**src/rtl/mem_pkg.sv**
```systemverilog
// Shared memory-unit types and constants: word widths and the write-buffer
// entry layout used by the buffer and its lookup search.
package mem_pkg;

    localparam int DATA_WIDTH         = 32;
    localparam int WORD_ADDRESS_WIDTH = 30;
    localparam int WB_DEPTH_LOG2      = 2;

    typedef struct packed {
        logic [WORD_ADDRESS_WIDTH-1:0] address;
        logic [DATA_WIDTH-1:0]         data;
    } wb_entry_t;

endpackage

```
**src/rtl/wb_match.sv**
```systemverilog
// Combinational store-to-load forwarding search over the write-buffer entries.
// Entries are ranked by age relative to the tail pointer; the youngest match wins.
module wb_match
    import mem_pkg::*;
#(
    parameter int DEPTH_LOG2 = WB_DEPTH_LOG2
) (
    input  wb_entry_t                     entries_i [1 << DEPTH_LOG2],
    input  logic [DEPTH_LOG2-1:0]         tail_i,
    input  logic [DEPTH_LOG2:0]           count_i,
    input  logic [WORD_ADDRESS_WIDTH-1:0] lookup_address_i,
    output logic                          lookup_hit_o,
    output logic [DATA_WIDTH-1:0]         lookup_data_o
);

    localparam int DEPTH = 1 << DEPTH_LOG2;

    // Age 0 is the most recently written slot (tail - 1), age DEPTH-1 the oldest.
    logic [DEPTH_LOG2-1:0] age_idx [DEPTH];
    logic [DEPTH-1:0]      age_match;

    generate
        for (genvar gi = 0; gi < DEPTH; gi++) begin : g_age
            assign age_idx[gi]   = tail_i - DEPTH_LOG2'(gi + 1);
            assign age_match[gi] = ((DEPTH_LOG2 + 1)'(gi) < count_i) &&
                                   (entries_i[age_idx[gi]].address == lookup_address_i);
        end
    endgenerate

    always_comb begin
        lookup_hit_o  = |age_match;
        lookup_data_o = '0;
        // Scan oldest to youngest so the youngest matching entry is written last.
        for (int k = DEPTH - 1; k >= 0; k--) begin
            if (age_match[k]) begin
                lookup_data_o = entries_i[age_idx[k]].data;
            end
        end
    end

endmodule

```
**src/rtl/write_buffer.sv**
```systemverilog
// Posted-write FIFO between the cache write-through port and data memory,
// with a combinational forwarding lookup of the youngest buffered store.
module write_buffer
    import mem_pkg::*;
#(
    parameter int DATA_WIDTH    = mem_pkg::DATA_WIDTH,
    parameter int ADDRESS_WIDTH = mem_pkg::WORD_ADDRESS_WIDTH,
    parameter int DEPTH_LOG2    = mem_pkg::WB_DEPTH_LOG2
) (
    input  logic                     clk,
    input  logic                     rst,
    input  logic                     wr_valid,
    input  logic [ADDRESS_WIDTH-1:0] wr_address,
    input  logic [DATA_WIDTH-1:0]    wr_data,
    output logic                     wr_ready,
    output logic                     mem_write_enable,
    output logic [ADDRESS_WIDTH-1:0] mem_address,
    output logic [DATA_WIDTH-1:0]    mem_write_data,
    input  logic                     mem_ready,
    input  logic [ADDRESS_WIDTH-1:0] lookup_address,
    output logic                     lookup_hit,
    output logic [DATA_WIDTH-1:0]    lookup_data,
    output logic                     empty,
    output logic                     full
);

    localparam int DEPTH = 1 << DEPTH_LOG2;

    logic [DEPTH_LOG2-1:0] head_q, head_d;
    logic [DEPTH_LOG2-1:0] tail_q, tail_d;
    logic [DEPTH_LOG2:0]   count_q, count_d;
    wb_entry_t             entries_q [DEPTH];
    logic                  enq;
    logic                  deq;

    // Flags come from the count alone; pointer equality is ambiguous when full.
    assign full             = (count_q == (DEPTH_LOG2 + 1)'(DEPTH));
    assign empty            = (count_q == '0);
    assign wr_ready         = !full;
    assign mem_write_enable = !empty;

    assign enq = wr_valid && !full;
    assign deq = mem_ready && !empty;

    always_comb begin
        head_d  = head_q;
        tail_d  = tail_q;
        count_d = count_q;
        if (enq) begin
            tail_d = tail_q + 1'b1;
        end
        if (deq) begin
            head_d = head_q + 1'b1;
        end
        case ({enq, deq})
            2'b10:   count_d = count_q + 1'b1;
            2'b01:   count_d = count_q - 1'b1;
            default: count_d = count_q;
        endcase
    end

    always_ff @(posedge clk) begin
        if (rst) begin
            head_q  <= '0;
            tail_q  <= '0;
            count_q <= '0;
        end else begin
            head_q  <= head_d;
            tail_q  <= tail_d;
            count_q <= count_d;
        end
    end

    // Entry storage is never reset; stale contents are masked by count.
    generate
        for (genvar gi = 0; gi < DEPTH; gi++) begin : g_entry
            always_ff @(posedge clk) begin
                if (enq && (tail_q == DEPTH_LOG2'(gi))) begin
                    entries_q[gi].address <= wr_address;
                    entries_q[gi].data    <= wr_data;
                end
            end
        end
    endgenerate

    always_comb begin
        mem_address    = '0;
        mem_write_data = '0;
        if (!empty) begin
            mem_address    = entries_q[head_q].address;
            mem_write_data = entries_q[head_q].data;
        end
    end

    wb_match #(
        .DEPTH_LOG2(DEPTH_LOG2)
    ) u_match (
        .entries_i        (entries_q),
        .tail_i           (tail_q),
        .count_i          (count_q),
        .lookup_address_i (lookup_address),
        .lookup_hit_o     (lookup_hit),
        .lookup_data_o    (lookup_data)
    );

endmodule

```
**config.mk**
```make
export PLATFORM = sky130hd
export DESIGN_NAME = write_buffer
export DESIGN_NICKNAME = d
export VERILOG_FILES = /design/src/rtl/mem_pkg.sv /design/src/rtl/wb_match.sv /design/src/rtl/write_buffer.sv
export SDC_FILE = /design/constraint.sdc
export NUM_CORES = 1
export LEC_CHECK = 0
export ABC_AREA = 1
export CAP_MARGIN = 20
export CORE_ASPECT_RATIO = 0.5
export CORE_MARGIN = 1
export CORE_UTILIZATION = 40
export DETAILED_ROUTE_END_ITERATION = 10
export HOLD_SLACK_MARGIN = 0.15
export PLACE_DENSITY_LB_ADDON = 0.15
export SKIP_LAST_GASP = 1
export SLEW_MARGIN = 20
export SYNTH_ARGS = -nofsm -noshare
export SYNTH_HDL_FRONTEND = slang
export SYNTH_SLANG_ARGS = --single-unit
```
**constraint.sdc**
```tcl
create_clock -name clk -period 6.7 [get_ports clk]
set_clock_uncertainty 0.1 [all_clocks]
set_input_delay 0.67 -clock clk [delete_from_list [all_inputs] [get_ports clk]]
set_output_delay 0.67 -clock clk [all_outputs]
set_load 0.01 [all_outputs]
```
== Word level (Yosys, flattened, before mapping) ==
Cells that the tools add are included.
Cells by class
  $add $sub $neg: 7
  order comparisons: 9
  equal/unequal tests: 10
  muxes and demuxes: 22
  bitwise logic cells: 5
  reductions and logical operators: 16
Operators with widths (number)
  62-bit binary-select mux with 2-bit select: 5
  62-bit 2-to-1 mux: 10
  32-bit 2-to-1 mux: 5
  30-bit equality test: 4
  30-bit 2-to-1 mux: 1
  3-bit greater-or-equal comparator, second input constant: 5
  2-bit NOT with 3-bit output: 5
  1-bit logical AND: 10
  2-bit equality test, second input constant: 3
  1-bit by 3-bit < comparator with 1-bit output, first input constant: 2
  2-bit by 3-bit < comparator with 1-bit output, first input constant: 2
  3-bit case mux with 2 select lines: 1
  2-bit by 1-bit adder with 2-bit output, second input constant: 2
  2-bit by 1-bit equality test with 1-bit output, second input constant: 2
  4-bit OR reduction: 1
  2-bit subtractor, second input constant: 2
  3-bit by 1-bit adder with 3-bit output, second input constant: 1
  3-bit equality test, second input constant: 1
  3-bit zero test: 1
  3-bit by 1-bit subtractor with 3-bit output, second input constant: 1
  1-bit zero test: 2
  2-bit zero test: 1
  2-bit nonzero test: 1
  2-bit by 1-bit subtractor with 2-bit output, second input constant: 1
Storage, ports and cells
  register bits after elaboration: 255
  output and inout port bits: 99

== Logic depth before layout (Yosys ltp) ==
Gate-level depths: netlist of run 1.
  depth in word-level cells: 10
  mapped depth: 28

== Modules after synthesis ==
A second synthesis of run 1 with hierarchy kept.
Second synthesis, totals
  cell total of the unflattened synthesis: 3034
  area, all modules: 19825.3 um2
By module, submodules not included
  write_buffer: times used 1, cells each 795, area each 10005.8 um2
  wb_match: times used 1, cells each 2239, area each 9819.4 um2

== Worst setup path after synthesis of run 1 ==
OpenSTA, ideal clock, no wires.
  path kind: reg2reg
  start: register tail_q[1]
  end: register entries_q[124] (netlist name), enable pin
  setup time: 0.482 ns
  arrival: 4.196 ns
  data required time: 6.118 ns
  path slack: 1.921 ns
  stages on the path, launching flop included: 9
  buffers on the path: 4
  clock period less this slack: 4.779 ns
  path through: dfxtp_1 -> buf_2 -> inv_2 -> clkbuf_1 -> clkbuf_1 -> clkbuf_1 -> ha_1 -> inv_1 -> nor2_1
On the way
  word-level cells in the longest chain between the ends: 2
Ends and longest elaborated chain
  start, declared: RTL line write_buffer.sv:30  | logic [DEPTH_LOG2-1:0] tail_q, tail_d;
  start signal, assigned: RTL line write_buffer.sv:69  | tail_q <= tail_d;
  2-bit by 1-bit equality test with 1-bit output: RTL line write_buffer.sv:78  | if (enq && (tail_q == DEPTH_LOG2'(gi))) begin
  1-bit logical AND: RTL line write_buffer.sv:78
  end, declared: RTL line write_buffer.sv:32  | wb_entry_t entries_q [DEPTH];
No other way between the ends.
A chain may end at the register's enable or synchronous reset.

==> key figures, run 1 <==
Route
  – DRT iter0 DRCs: roughly 1,700
  – DR DRC count: 0
  – Routed length per instance: around 18 µm
  – DR vias: ~19,000
  – Routed Antenna Nets: 0
  – Total routed wirelength: around 64 mm
  – Via density: ~5.5
  – 1st-pass router iterations: 6

Yosys
  – Share of the synthesized area in the top cell type: 39.4%
  – Top post-synthesis cells by count: 1,021 x nand2_1, 334 x o21ai_0, 323 x nand3_1, 248 x edfxtp_1, 173 x inv_1
  – Cell taking the most area after synthesis: edfxtp_1
  – Synth Net Count: 2,877
  – Async SR Flop Fraction: 0%
  – Top cells by area, synth: edfxtp_1 39%, nand2_1 20%, o21ai_0 8.8%, nand3_1 8.5%, a21oi_1 4.3%
  – Synth Instances: 2,772
  – FF+latch count, synth: about 260
  – Average size of a mapped cell: a little under 7 µm²
  – Sequential area share after synthesis: between 40% and 50%
  – EDFF count, synth: 248
  – Count leader, synth: nand2_1
  – Main flop type after synthesis: edfxtp_1
  – Yosys warns: 0
  – Cell variety after synth: 32
  – Post-synthesis cell area: around 19,000 µm²

Place
  – Hpwl dp: 42.6 mm
  – I/O Buffers: roughly 190
  – RePlAce Congestion: 1.00

STA
  – Final Critical Period: 5.99 ns
  – Period utilisation layout: just under 90%
  – Fmax: between 0.15 and 0.2 GHz
  – Unrepaired setup endpoints after global routing: false
  – Worst rel slew slack: between 20% and 30%
  – Final Setup Violations: 0
  – Final hold vios: 0
  – TNS Setup: 0 ns
  – Worst Max-Slew Pin Slew: around 1.1 ns
  – Final slew viol count: 0

Clock tree
  – Clk slew on worst S/H paths: 0.07 ns
  – # Post-CTS Setup Buffers: 0
  – Cts bufs inserted: 27
  – Hold buffer count at cts: 0
  – CTS root buffer: clkbuf_16
  – Worst-skew pair later-pin latency: 0.59 ns
  – Worst-case clock buffer depth: 3
  – Clock sink count: approximately 260
  – TritonCTS clock tree: built
  – CTS H-tree lvls: 1
  – Post-CTS resize count: 0

Power
  – Leakage power: 0.00908 µW
  – Clock power share: ~23%
  – Gate power share: a little under half
  – Pwr Density: 296 nW/µm²
  – Tot Pwr: approximately 6500 µW
  – Internal Power: around 3800 µW
  – Net Sw Power: between 2000 and 3000 µW
  – Max VDD drop: around 0.20 mV
  – Net Sw Frac: approximately two fifths
  – Part of the power in registers: 31.2%

Critical path
  – Critical Path Max Stage Delay: 0.86 ns
  – Startpoint Class: flop
  – Worst path most repeated cell: nand2_1
  – Crit Path Category: flop to primary output
  – Critical-path top delay cell: dfxtp_4
  – Required @ worst endpoint: ~5.9 ns
  – CP max FO: around 90
  – Crit path DAT: about 5.2 ns
  – Worst Setup End Kind: primary output
  – Sequence of cells on the critical path: inv_4, ha_4, inv_2, buf_4, nand3_1, nand3b_1, nand2_1, inv_1, nand2_1, nor2_1, nand2_1, nor2_4, nand2_1, nand2_2, nand2_1, nand2_1, nand2_1, nand2_1, clkdlybuf4s50_1

Finish
  – Final nets: 2,944
  – Area growth syn-to-layout: 15.9%
  – Layout cells sized above 1: between 2 and 3%

Global route
  – Largest net degree at the start of global routing: around 170
  – Grt total ovfl: 0
  – Total GRT Usage: 26.3%
  – Initial antenna violation count: 3
  – First-pass GRT wire length: just under 100 mm
  – Vias in the first global route: ~17,000

Floorplan
  – Chip width: roughly 310 µm
  – DIE AREA: roughly 48,000 µm²
  – Height of the die: between 150 and 200 µm
  – Row count: 55
  – Ports: about 200
  – Initial Util: about two fifths
  – Core Area: roughly 46,000 µm²

Flow run
  – Max Cap Violations: 0

Run status
  – Run status: completed

Worst hold path
  – Hold/Removal Path Class: flop to flop
[area by class of cell]
type / count / area (µm²)
Fill cell: 4632 / 24000
Tap cell: 627 / 785
Clock buffer: 34 / 742
Multi-Input combinational cell: 2157 / 9830
Antenna cell: 2 / 5.00
Sequential cell: 255 / 7600
Clock inverter: 10 / 90.1
Inverter: 177 / 672
Timing Repair Buffer: 221 / 2190
[flip-flops by register name, indices dropped and copies added (netlist names)]
| name | count |
|---|---|
| tail_q | 2 |
| entries_q | 248 |
| count_q | 3 |
| head_q | 2 |
[path summary, 6_finish.rpt]
check | from | to | slack (ns) | depth (start not counted)
setup / recovery | tail_q[0]$_SDFFE_PP0P_ | lookup_data[16] | 0.71 | 19
hold / removal | count_q[0]$_SDFFE_PP0P_ | count_q[0]$_SDFFE_PP0P_ | 0.53 | 2
setup reg to reg | tail_q[0]$_SDFFE_PP0P_ | entries_q[138]$_DFFE_PP_ | 2.62 | 5
hold reg to reg | count_q[0]$_SDFFE_PP0P_ | count_q[0]$_SDFFE_PP0P_ | 0.53 | 2
[worst max-delay path: cells and delay by family, from the launching register on]
kind,cells,cell delay (ns)
and+or+nand+nor,13,1.98
buffers and inverters,5,1.51
DFF,1,0.86
adders and majority gates,1,0.27
[per-layer routing]
layer	vias to the layer above	GRT usage, %	wire length (µm)
li1	9471	-	-
met1	8864	35.6	28400
met2	600	44.6	30300
met3	90	3.02	3970
met4	0	6.77	1450
met5	-	0	0
[power by group through the flow]
stage,Clock (µW),Combinational (µW),Sequential (µW)
CTS,1500,2960,2020
floorplan,0,1840,1980
finish,1480,2990,2020
global route,1560,3300,2040
global placement,0,2930,2050
detailed placement,0,2950,2060
[through the flow]
stage               std cells  cell area, µm²  hold slack (ns)  worst slack, ns  util [%]
global route             3483           21900            0.577            0.308      47.7
detailed placement       3436           21000            0.522             1.38      45.8
floorplan                2772           18900            0.451             1.92         -
CTS                      3480           21900            0.534            0.770      47.7
global placement         3436           21000            0.499             1.40      45.8
finish                   3483           21900            0.529            0.705      47.7
[logic make-up after synthesis]
group | Yosys count | synth area share, %
AO/OA/AOI/OAI | 603 | 17.2
XOR/XNOR | 21 | 0.973
buffers and inverters | 360 | 8.22
flip-flops | 255 | 40.1
adder cells (fa/ha/maj) | 9 | 0.595
AND/OR/NAND/NOR | 1524 | 32.8
[layout by cell type, fill, tap and decap left out, types with 21 or more instances in the layout]
cell type | Yosys | final
a21oi_1 | 162 | 162
buf_4 | 19 | 23
clkbuf_16 | 0 | 27
clkdlybuf4s50_1 | 0 | 194
edfxtp_1 | 248 | 248
inv_1 | 173 | 171
nand2_1 | 1021 | 1021
nand3_1 | 323 | 323
nor2_1 | 148 | 142
o211ai_1 | 91 | 91
o21ai_0 | 334 | 334
xor2_1 | 21 | 21
No activity file was read; power rests on OpenSTA's default activity.
==> run 2, diff against run 1 <==
- HOLD_SLACK_MARGIN: 0.15 -> 0.05
==> results of run 2 <==
The final DEF is identical to that of run 1; final timing and power are the same.
==> run 3, diff against run 2 <==
--- a/config.mk
+++ b/config.mk
@@ -19,2 +19,3 @@
 export SYNTH_HDL_FRONTEND = slang
 export SYNTH_SLANG_ARGS = --single-unit
+export TNS_END_PERCENT = 20
==> constraint.sdc (replaced) <==
create_clock -name clk -period 6.7 [get_ports clk]
set_clock_uncertainty 0.1 [all_clocks]
set_input_delay 1.005 -clock clk [delete_from_list [all_inputs] [get_ports clk]]
set_output_delay 1.005 -clock clk [all_outputs]
set_load 0.01 [all_outputs]
==> key figures, run 3 (synthesis results as in run 1) <==
Clock tree
  – Clk slew on worst S/H paths: approximately 0.060 ns
  – CTS H-tree lvls: 1
  – Worst-case clock buffer depth: 3
  – Clock sink count: approximately 260
  – CTS root buffer: clkbuf_16
  – Cts bufs inserted: 26
  – Worst-skew pair later-pin latency: between 0.5 and 0.6 ns
  – TritonCTS clock tree: built
  – # Post-CTS Setup Buffers: 0
  – Hold buffer count at cts: 0
  – Post-CTS resize count: 0

Power
  – Max VDD drop: approximately 0.26 mV
  – Pwr Density: 292 nW/µm²
  – Leakage power: ~0.0091 µW

Global route
  – First-pass GRT wire length: between 90 and 100 mm
  – Grt total ovfl: 0
  – Total GRT Usage: approximately 26%
  – Initial antenna violation count: 1
  – Vias in the first global route: between 15,000 and 20,000
  – Largest net degree at the start of global routing: 237

Floorplan
  – Chip width: ~310 µm
  – Row count: 55
  – Initial Util: between 40% and 50%
  – Ports: 195
  – Core Area: ~46,000 µm²
  – Height of the die: approximately 160 µm
  – DIE AREA: slightly below 50,000 µm²

Finish
  – Layout filler cell count: between 4,000 and 5,000
  – Number of flip-flops in the largest register: 248
  – Final nets: just under 3,000
  – Storage element area: around 7600 µm²
  – Final Util: roughly 48%
  – Area growth syn-to-layout: 16.2%
  – Largest Register: entries_q
  – Layout cells sized above 1: 3.14%
  – Multi-input gate area: 9830 µm²
  – Commonest non-fill, non-tap cells in the layout: 1,021 x nand2_1, 334 x o21ai_0, 323 x nand3_1
  – Most common cell after layout, fill and taps aside: nand2_1
  – Top flop regs: entries_q: 248 flops, count_q: 3 flops

Critical path
  – Reg2Reg Launch Point: tail_q[1]$_SDFFE_PP0P_
  – Worst R2R End: entries_q[137]$_DFFE_PP_
  – Sequence of cells on the critical path: inv_4, ha_4, inv_2, buf_12, nand3_1, nand2_1, nor2_1, nor3_1, nand2_1, nor2_1, nand2_1, nor2_4, buf_4, nor2_1, nand3_1, clkdlybuf4s50_1
  – R2R Setup Slk: roughly 2.8 ns
  – R2R cell count: 7
  – CP Buf/Inv Count: 5
  – Crit path DAT: about 5.0 ns
  – Startpoint Class: flop
  – CP delay by family, top: simple AND/OR/NAND/NOR gates
  – Critical-path top delay cell: nor3_1
  – Required @ worst endpoint: roughly 5.6 ns
  – Crit Path Category: flop to primary output
  – Worst Setup End Kind: primary output
  – CP max FO: 46
  – Critical Path Max Stage Delay: approximately 0.60 ns

Route
  – Via density: roughly 5.4
  – DR vias: about 19,000
  – Routed Antenna Nets: 0
  – DRT iter0 DRCs: between 1,500 and 2,000
  – Total routed wirelength: between 60 and 70 mm
  – Routed length per instance: about 18 µm
  – DR DRC count: 0
  – 1st-pass router iterations: 8

Worst hold path
  – Min-delay src: count_q[0]$_SDFFE_PP0P_
  – Hold/Removal Path Class: flop to flop
  – Hold Crit Depth: 2
  – Hold path endpoint: count_q[0]$_SDFFE_PP0P_

STA
  – Final slew viol count: 0
  – Hold slack: around 0.52 ns
  – Unrepaired setup endpoints after global routing: false
  – Period utilisation layout: roughly 91%
  – Worst Max-Slew Pin Slew: between 1 and 1.5 ns
  – Final Setup Violations: 0
  – Fmax: between 0.15 and 0.2 GHz
  – Final Critical Period: between 6 and 7 ns
  – Final hold vios: 0
  – Worst rel slew slack: ~22%
  – TNS Setup: 0 ns

Place
  – RePlAce Congestion: approximately 1.0
  – I/O Buffers: approximately 190
  – Hpwl dp: approximately 41 mm

Flow run
  – Max Cap Violations: 0

Run status
  – Run status: completed
==> run 3: stage by stage <==
stage | total power, µW | cells | instance area (µm²) | worst slack, ns
floorplan | 3820 | 2772 | 18900 | 1.92
global placement | 5010 | 3440 | 21100 | 1.15
detailed placement | 5020 | 3440 | 21100 | 1.20
CTS | 6430 | 3488 | 21900 | 0.613
global route | 6840 | 3491 | 22000 | 0.371
finish | 6420 | 3491 | 22000 | 0.603
==> run 3: routing by layer <==
layer  part of all wire [%]  wire (µm)  GRT usage (%)
met1                     45      28400           35.6
met3                    6.7       4270           3.37
met2                     46      29400           43.1
met5                      0          0              0
met4                    2.2       1400           6.01
==> run 3: final cells by class <==
class,instances,share of cell area [%]
Inverter,177,3.06
Multi-Input combinational cell,2157,44.7
Clock buffer,36,3.27
Antenna cell,1,0.0114
Clock inverter,12,0.313
Tap cell,627,3.57
Timing Repair Buffer,226,10.5
Sequential cell,255,34.6
==> run 3: power by group <==
| part | switching, µW | leakage, µW | internal [µW] |
|---|---|---|---|
| Clock | 658 | 0.000387 | 748 |
| Combinational | 1930 | 0.00638 | 1070 |
| Sequential | 114 | 0.00234 | 1900 |
| Total | 2700 | 0.00910 | 3720 |
==> run 3: worst max-delay path by stage <==
stage	from	to	cells after the start	slack [ns]
4_1_cts	tail_q[0]$_SDFFE_PP0P_	lookup_hit	16	0.61
5_1_grt	tail_q[0]$_SDFFE_PP0P_	lookup_hit	16	0.37
2_1_floorplan	tail_q[1]$_SDFFE_PP0P_	entries_q[124]$_DFFE_PP_	8	1.92
3_3_place_gp	lookup_address[15]	lookup_hit	11	1.15
6_report	tail_q[0]$_SDFFE_PP0P_	lookup_hit	16	0.60
3_5_place_dp	lookup_address[15]	lookup_hit	11	1.20
==> run 3: worst reg2reg max path, delay by kind of cell (launching register included) <==
kind	cells	cell delay, ns
DFF	1	0.33
buffers and inverters	5	2.07
and+or+nand+nor	1	0.74
adders and majority gates	1	0.27
==> RTL edit, RTL diff (config.mk and constraints of run 1) <==
Set the package constant `WORD_ADDRESS_WIDTH` to 15 (it was 30).
--- a/src/rtl/mem_pkg.sv
+++ b/src/rtl/mem_pkg.sv
@@ -3,7 +3,7 @@
 package mem_pkg;
 
     localparam int DATA_WIDTH         = 32;
-    localparam int WORD_ADDRESS_WIDTH = 30;
+    localparam int WORD_ADDRESS_WIDTH = 15;
     localparam int WB_DEPTH_LOG2      = 2;
 
     typedef struct packed {
Ports: changed (resized lookup_address, mem_address and wr_address); port bits go from 195 to 150. The function was not compared with the original's and may differ.
==> RTL edit against run 1 <==
- sequential cell count is 60 lower
- synthesized area fell by 23%
- highest routed layer unchanged
- synthesized cell count is 25% lower
- cell area is 23% lower
- first-iteration DRC count fell by 21%
- sequential power decreased by 24%
- sequential share of layout area down 0.18 points
- routed wire length shrank 30%
- setup slack better by 0.28 ns
- total power decreased by 27%
==> RTL edit: results (changes against run 1) <==
stage,metric,value,unit,change
logic_synthesis,yosys-top-cells-area,"edfxtp_1, nand2_1, o21ai_0",,unchanged
power_and_ir_drop,power.share.clock,23.7,%,was 22.8%
sta,whs,0.507,ns,was 0.529 ns
worst_setup_path,path_delay_family,buffers and inverters,,was simple AND/OR/NAND/NOR gates
global_route,global_route.usage.met3,2.82,%,was 3.02%
place,dp_hpwl,29100,um,was 42600 um
final_layout,drive_gt1_share,4.17,%,was 2.98%
logic_synthesis,synth_common_cells,"nand2_1, o21ai_0, nand3_1, edfxtp_1, inv_1",,unchanged
global_route,grt_pass1_vias,12800,,was 17100
routing,via_count,14000,,was 19000
sta,fin_crit_sh,85.3,%,was 89.5%
clock_network,htree_num_levels,4,,was 1
logic_synthesis,yosysSeqAreaShare,39.9,%,was 40.1%
place,dp_slack,1.54,ns,was 1.38 ns
routing,wl_met1,20400,um,was 28400 um
power_and_ir_drop,p_leak,7.05,nW,was 9.08 nW
logic_synthesis,synth.distinct_cells,28,,was 32
final_layout,fillers,3549,,was 4632
routing,viasPerCell,5.37,,was 5.46
logic_synthesis,muxShareOfSynthArea,4.42,%,was 0%
final_layout,nets,2198,,was 2944
routing,finalWirelength,44800,um,was 64100 um
worst_setup_path,setup.worst_path.end,lookup_data[29],,was lookup_data[16]
logic_synthesis,synthXorXnorAreaFrac,0.423,%,was 0.973%
routing,dr_wl_met2,21600,um,was 30300 um
clock_network,worst_skew_pair.late_latency,0.46,ns,was 0.59 ns
logic_synthesis,yosys.area_share.adder,0.776,%,was 0.595%
final_layout,finalInstanceArea,16800,sq um,was 21900 sq um
global_route,grt_use_met1,31.6,%,was 35.6%
global_route,grt_first_pass_wirelength,68900,um,was 98200 um
logic_synthesis,synth_edf_count,188,,was 248
worst_setup_path,path_max_fanout,53,,was 88
power_and_ir_drop,p_total,4.73,mW,was 6.49 mW
routing,drtPass1Iterations,8,,was 6
clock_network,post_cts_buffers,0,,unchanged
global_route,grt_max_degree,112,,was 174
logic_synthesis,syn_area_per_cell,7.00,sq um,was 6.82 sq um
final_layout,largest_registers,"entries_q x188, count_q x3",,"was entries_q x248, count_q x3"
power_and_ir_drop,combPwrFrac,43.8,%,was 46.0%
logic_synthesis,synth-compound-area-share,15.6,%,was 17.2%
power_and_ir_drop,vdd_drop_max,0.147,mV,was 0.195 mV
place,dp_cells,2578,,was 3436
global_route,grt_usage,24.0,%,was 26.3%
routing,met3_length,2140,um,was 3970 um
place,numPortBuffers,149,,was 194
place,gp_congestion,0.897,,was 1.00
routing,drt_iter0_markers,1375,,was 1736
worst_setup_path,worst_r2r_endpoint,entries_q[90],,was entries_q[138]
worst_setup_path,arrival,4.94,ns,was 5.22 ns
global_route,antenna_found_initial,1,,was 3
status,status,finished clean,,unchanged
logic_synthesis,syn_nets,2147,,was 2877
worst_setup_path,cp_slowest_stage_delay,0.60,ns,was 0.86 ns
RTL edit: cell count changes after synthesis, moves of 8 or more:
cell	run 1	this run
nand4_1	15	1
o211ai_1	91	32
inv_2	4	15
nor2_1	148	136
mux2i_1	0	64
buf_1	21	13
nand3_1	323	246
clkbuf_1	92	70
xor2_1	21	7
o21ai_1	8	16
nand2_1	1021	632
o21ai_0	334	261
a21oi_1	162	122
edfxtp_1	248	188
RTL edit: layout make-up:
cell class                      count  share of cell area, %
Multi-Input combinational cell   1543                   43.8
Sequential cell                   195                   34.5
Timing Repair Buffer              175                   10.2
Inverter                          191                   4.28
Tap cell                          475                   3.54
Clock buffer                       17                   2.53
Clock inverter                     15                   1.19
Antenna cell                        1                 0.0149
RTL edit: cells by family (layout without fill, tap and decap cells):
logic type | Yosys count | in the layout
and+or+nand+nor | 1028 | 1028
AOI/OAI and AO/OA | 435 | 435
buffers and inverters | 334 | 398
DFF | 195 | 195
muxes | 64 | 64
adders and majority gates | 9 | 9
xor gates and xnor gates | 7 | 7
other | 0 | 1
